### src/rtl/pipe_skid_stage.sv
// Purpose : parametrised inter-stage pipeline register with a 2-entry skid buffer and a valid/ready handshake.
// Latency : 1 clk from an accepted input to out_valid; strict FIFO order; occupancy and stall-cycle status outputs.
// Backpr. : in_ready is registered (next occupancy < 2), so out_ready has no combinational path to in_ready.
module pipe_skid_stage #(
  parameter int DATA_W      = 64,
  parameter int CTRL_W      = 5,
  parameter int STALL_CNT_W = 16
) (
  input  logic                   clk,
  input  logic                   reset,
  input  logic                   flush,
  input  logic                   in_valid,
  input  logic [DATA_W-1:0]      in_data,
  input  logic [CTRL_W-1:0]      in_ctrl,
  output logic                   in_ready,
  output logic                   out_valid,
  output logic [DATA_W-1:0]      out_data,
  output logic [CTRL_W-1:0]      out_ctrl,
  input  logic                   out_ready,
  output logic [1:0]             occupancy,
  output logic [STALL_CNT_W-1:0] stall_cnt,
  input  logic                   stall_cnt_clr
);

  localparam logic [1:0] OCC_EMPTY = 2'd0;
  localparam logic [1:0] OCC_ONE   = 2'd1;
  localparam logic [1:0] OCC_TWO   = 2'd2;

  // Main register drives the outputs; skid register holds the second entry.
  logic [1:0]             r_occ;
  logic                   r_out_valid;
  logic [DATA_W-1:0]      r_main_data;
  logic [CTRL_W-1:0]      r_main_ctrl;
  logic [DATA_W-1:0]      r_skid_data;
  logic [CTRL_W-1:0]      r_skid_ctrl;
  logic                   r_in_ready;
  logic [STALL_CNT_W-1:0] r_stall_cnt;

  logic                   w_accept;
  logic                   w_drain;
  logic                   w_stall;
  logic [1:0]             w_occ_nxt;
  logic                   w_out_valid_nxt;
  logic [DATA_W-1:0]      w_main_data_nxt;
  logic [CTRL_W-1:0]      w_main_ctrl_nxt;
  logic [DATA_W-1:0]      w_skid_data_nxt;
  logic [CTRL_W-1:0]      w_skid_ctrl_nxt;

  assign w_accept = in_valid & r_in_ready;
  assign w_drain  = r_out_valid & out_ready;
  assign w_stall  = r_out_valid & ~out_ready;

  // Next-state of the buffer, selected by current occupancy; a bubble zeroes the main entry.
  always_comb begin
    w_occ_nxt       = r_occ;
    w_out_valid_nxt = r_out_valid;
    w_main_data_nxt = r_main_data;
    w_main_ctrl_nxt = r_main_ctrl;
    w_skid_data_nxt = r_skid_data;
    w_skid_ctrl_nxt = r_skid_ctrl;
    case (r_occ)
      OCC_EMPTY: begin
        if (w_accept) begin
          w_occ_nxt       = OCC_ONE;
          w_out_valid_nxt = 1'b1;
          w_main_data_nxt = in_data;
          w_main_ctrl_nxt = in_ctrl;
        end
      end
      OCC_ONE: begin
        if (w_accept && w_drain) begin
          w_main_data_nxt = in_data;
          w_main_ctrl_nxt = in_ctrl;
        end else if (w_accept) begin
          w_occ_nxt       = OCC_TWO;
          w_skid_data_nxt = in_data;
          w_skid_ctrl_nxt = in_ctrl;
        end else if (w_drain) begin
          w_occ_nxt       = OCC_EMPTY;
          w_out_valid_nxt = 1'b0;
          w_main_data_nxt = '0;
          w_main_ctrl_nxt = '0;
        end
      end
      OCC_TWO: begin
        // in_ready is low here, so only a drain can move the state.
        if (w_drain) begin
          w_occ_nxt       = OCC_ONE;
          w_main_data_nxt = r_skid_data;
          w_main_ctrl_nxt = r_skid_ctrl;
          w_skid_data_nxt = '0;
          w_skid_ctrl_nxt = '0;
        end
      end
      default: begin
        w_occ_nxt       = OCC_EMPTY;
        w_out_valid_nxt = 1'b0;
        w_main_data_nxt = '0;
        w_main_ctrl_nxt = '0;
        w_skid_data_nxt = '0;
        w_skid_ctrl_nxt = '0;
      end
    endcase
  end

  // Buffer registers: reset and flush both empty the stage; flush drops this cycle's input too.
  always_ff @(posedge clk) begin
    if (reset || flush) begin
      r_occ       <= OCC_EMPTY;
      r_out_valid <= 1'b0;
      r_main_data <= '0;
      r_main_ctrl <= '0;
      r_skid_data <= '0;
      r_skid_ctrl <= '0;
      r_in_ready  <= 1'b1;
    end else begin
      r_occ       <= w_occ_nxt;
      r_out_valid <= w_out_valid_nxt;
      r_main_data <= w_main_data_nxt;
      r_main_ctrl <= w_main_ctrl_nxt;
      r_skid_data <= w_skid_data_nxt;
      r_skid_ctrl <= w_skid_ctrl_nxt;
      r_in_ready  <= (w_occ_nxt != OCC_TWO);
    end
  end

  // Saturating stall-cycle counter; clear beats increment, flush leaves it alone.
  always_ff @(posedge clk) begin
    if (reset || stall_cnt_clr) begin
      r_stall_cnt <= '0;
    end else if (w_stall && (r_stall_cnt != {STALL_CNT_W{1'b1}})) begin
      r_stall_cnt <= r_stall_cnt + 1'b1;
    end
  end

  assign in_ready  = r_in_ready;
  assign out_valid = r_out_valid;
  assign out_data  = r_main_data;
  assign out_ctrl  = r_main_ctrl;
  assign occupancy = r_occ;
  assign stall_cnt = r_stall_cnt;

endmodule

### config.mk
export PLATFORM = sky130hd
export DESIGN_NAME = pipe_skid_stage
export DESIGN_NICKNAME = d
export VERILOG_FILES = /design/src/rtl/pipe_skid_stage.sv
export SDC_FILE = /design/constraint.sdc
export NUM_CORES = 1
export LEC_CHECK = 0
export CAP_MARGIN = 20
export CORE_MARGIN = 1.5
export CORE_UTILIZATION = 56
export DETAILED_ROUTE_END_ITERATION = 10
export GPL_ROUTABILITY_DRIVEN = 0
export PLACE_DENSITY = 0.88
export SYNTH_ARGS = -nofsm -noshare
export SYNTH_HDL_FRONTEND = slang
export SYNTH_SLANG_ARGS = --single-unit
export TNS_END_PERCENT = 10
### constraint.sdc
create_clock -name clk -period 4.8 [get_ports clk]
set_clock_uncertainty 0.2 [all_clocks]
set_input_delay 1.2 -clock clk [delete_from_list [all_inputs] [get_ports clk]]
set_output_delay 1.2 -clock clk [all_outputs]
set_load 0.05 [all_outputs]
==> flow_summary.yaml <==
power_and_ir_drop:
  clockPowerShare_pct: 40.5
  p_total_mw: 3.21
  pwr-share-comb_pct: 16.8
  p_per_area_nw_per_um2: 320
  peakVddDrop_v: 0.000256
  p_leak_nw: 3.11
  p_sw_mw: 0.877
  seqPwrFrac_pct: 42.6
  intPower_mw: 2.33
  netSwitchingFraction_pct: 27.3
setup_path:
  cp_data_required_time_ns: 3.40
  critPathMaxFanout: 83
  startpoint_type: "flip-flop"
  cp_cell_sequence: "clkdlybuf4s50_1"
  critPathTopFamily: "flip-flops"
  crit_type: "reg -> out"
  cp_slowest_stage_delay_ns: 0.99
  cp-end-kind: "output port"
  slowest_stage: "dfxtp_4"
  arrival_ns: 2.48
  crit_buf_inv: 1
drt:
  drt_wl_total_um: 22400
  via_per_inst: 6.58
  dr_total_vias: 7849
  first_pass_iters: 5
  ant_nets: 0
  drc: 0
  drtIter0Drc: 818
  wl_per_cell_um: 18.8
place:
  io_buffers: 163
  dp.cells: 1165
  dpl.hpwl_um: 12800
logic_synthesis:
  ys_seq_area_share_pct: 40.0
  postSynthAreaPerCell_um2: 8.58
  synthesis.instances: 922
  yosys.area.top_type: "dfxtp_1"
  synthTopCellsByArea: "dfxtp_1 40%, mux2i_1 8.7%, nand4b_1 7.6%"
  syn-cell-area_um2: 7910
  synth_top_area_share_pct: 40.0
  synth-warning-count: 0
  synth_edf_count: 0
  synth_nets: 998
  yosys_most_used_dff: "dfxtp_1"
  yosys.cell_types.count: 49
  async_flop_share_pct: 0
  yosys_register_bits: 158
hold_path:
  hold_class: "reg -> reg"
cells_and_area:
  fin_util_pct: 72.4
  drive_gt1_share_pct: 4.74
  finalNonFillerCells: 1192
  nNetsFinal: 1080
  syn_to_final_growth_pct: 26.5
  n_antenna_cell: 0
timing:
  final.setup.tns_ns: 0
  slew_headroom_pct: 24.4
  maxClockFrequency_mhz: 257
  hold_viol_final: 0
  setup_viol: 0
  finalCriticalPeriod_ns: 3.88
  hold_ws_ns: 0.274
  worstMarginPinSlew_ns: 1.13
  fin_crit_sh_pct: 80.9
  rsz0062_at_grt: "no"
  drv_slew: 0
clock_tree:
  cts_tree: "done"
  cts_setup_buffers: 0
  cts_root_buf: "clkbuf_16"
  postCtsHoldBufs: 0
  htree_levels: 4
  cts.clk_slew.worst_paths_ns: 0.06
  clk_path_buf_depth: 2
  post_cts_resized: 0
  cts_buffers: 17
  clk_latency_ns: 0.43
  cts_sinks: 158
die:
  start_util_pct: 57.2
  pin_count: 164
  core-area_um2: 13800
  die_w_um: 122
  die-area_um2: 14800
  rows: 43
  die_h_um: 122
global_routing:
  grt_max_degree: 104
  antenna_found_initial: 0
  grt_pass1_vias: 7131
  grt_first_pass_wirelength_um: 35800
  grt_use_total_pct: 29.9
  grt_overflow: 0
status:
  status: "complete, no violations"
job:
  drv_cap: 0
-- cells in the mapped netlist, types with 3 or more instances --
master and number:
nand4_1 4, buf_6 3, dfxtp_1 158, o32ai_1 69, nand2_1 81, nand3_1 6
nor2_1 77, a21oi_1 81, o311ai_0 3, clkbuf_1 83, nand4b_1 69, buf_2 19
or3_1 9, mux2i_1 69, o21ai_0 78, and4_1 3, buf_4 4, a22oi_1 69
-- through the flow --
stage / area (µm²) / setup WS [ns]
finish: 10000 / 0.915
global route: 10000 / 0.864
CTS: 10000 / 0.973
detailed placement: 9470 / 0.973
global placement: 9470 / 1.04
floorplan: 7910 / 2.06
-- kinds of logic after synthesis --
group / count (synthesis) / synth area share [%]
AOI/OAI and AO/OA: 316 / 26.5
xor gates and xnor gates: 3 / 0.332
adders and majority gates: 1 / 0.158
buffers and inverters: 111 / 6.06
DFF: 158 / 40.0
muxes: 69 / 8.73
and+or+nand+nor: 264 / 18.2
-- sequential cells by signal, summed over array words and instances (netlist names) --
name,cells
r_skid_data,64
out_data,64
occupancy,2
out_ctrl,5
r_skid_ctrl,5
stall_cnt,16
out_valid,1
in_ready,1
-- cells in the final DEF, fill, tap and decap left out, types with 69 or more instances in the layout --
cell,instances
nor2_1,77
a22oi_1,69
nand4b_1,69
clkdlybuf4s50_1,162
o21ai_0,78
o32ai_1,69
a21oi_1,81
dfxtp_1,156
mux2i_1,69
nand2_1,80
-- power by group through the flow --
stage	Combinational, mW	Sequential [mW]	Clock, mW
2_1_floorplan	0.262	1.47	0
3_3_place_gp	0.525	1.40	0
5_1_grt	0.576	1.37	1.37
6_report	0.540	1.37	1.30
4_1_cts	0.535	1.37	1.31
3_5_place_dp	0.531	1.40	0
-- per-layer routing --
layer	vias to the layer above	share of wire [%]	track usage (%)
met1	3833	44	40.2
met5	-	0	0
met3	34	6.9	6.88
li1	3653	-	-
met2	329	47	46.8
met4	0	1.8	11.3
-- final timing paths --
path | slack (ns) | endpoint | cells after the start | startpoint
hold reg to reg | 0.27 | r_skid_data[12] | 2 | r_skid_data[12]
hold / removal | 0.27 | r_skid_data[12] | 2 | r_skid_data[12]
setup reg to reg | 1.88 | out_data[6] | 5 | occupancy[1]
setup / recovery | 0.92 | occupancy[1] | 1 | occupancy[1]
-- layout make-up --
type                       instances  area (µm²)
sequential                       158        3170
fill                            1053        3820
timing repair buffer             174        1770
clock inverter                     2        60.1
tap                              180         225
clock buffer                      25         485
multi-input combinational        653        4300
Power figures use the tool's default switching activity.
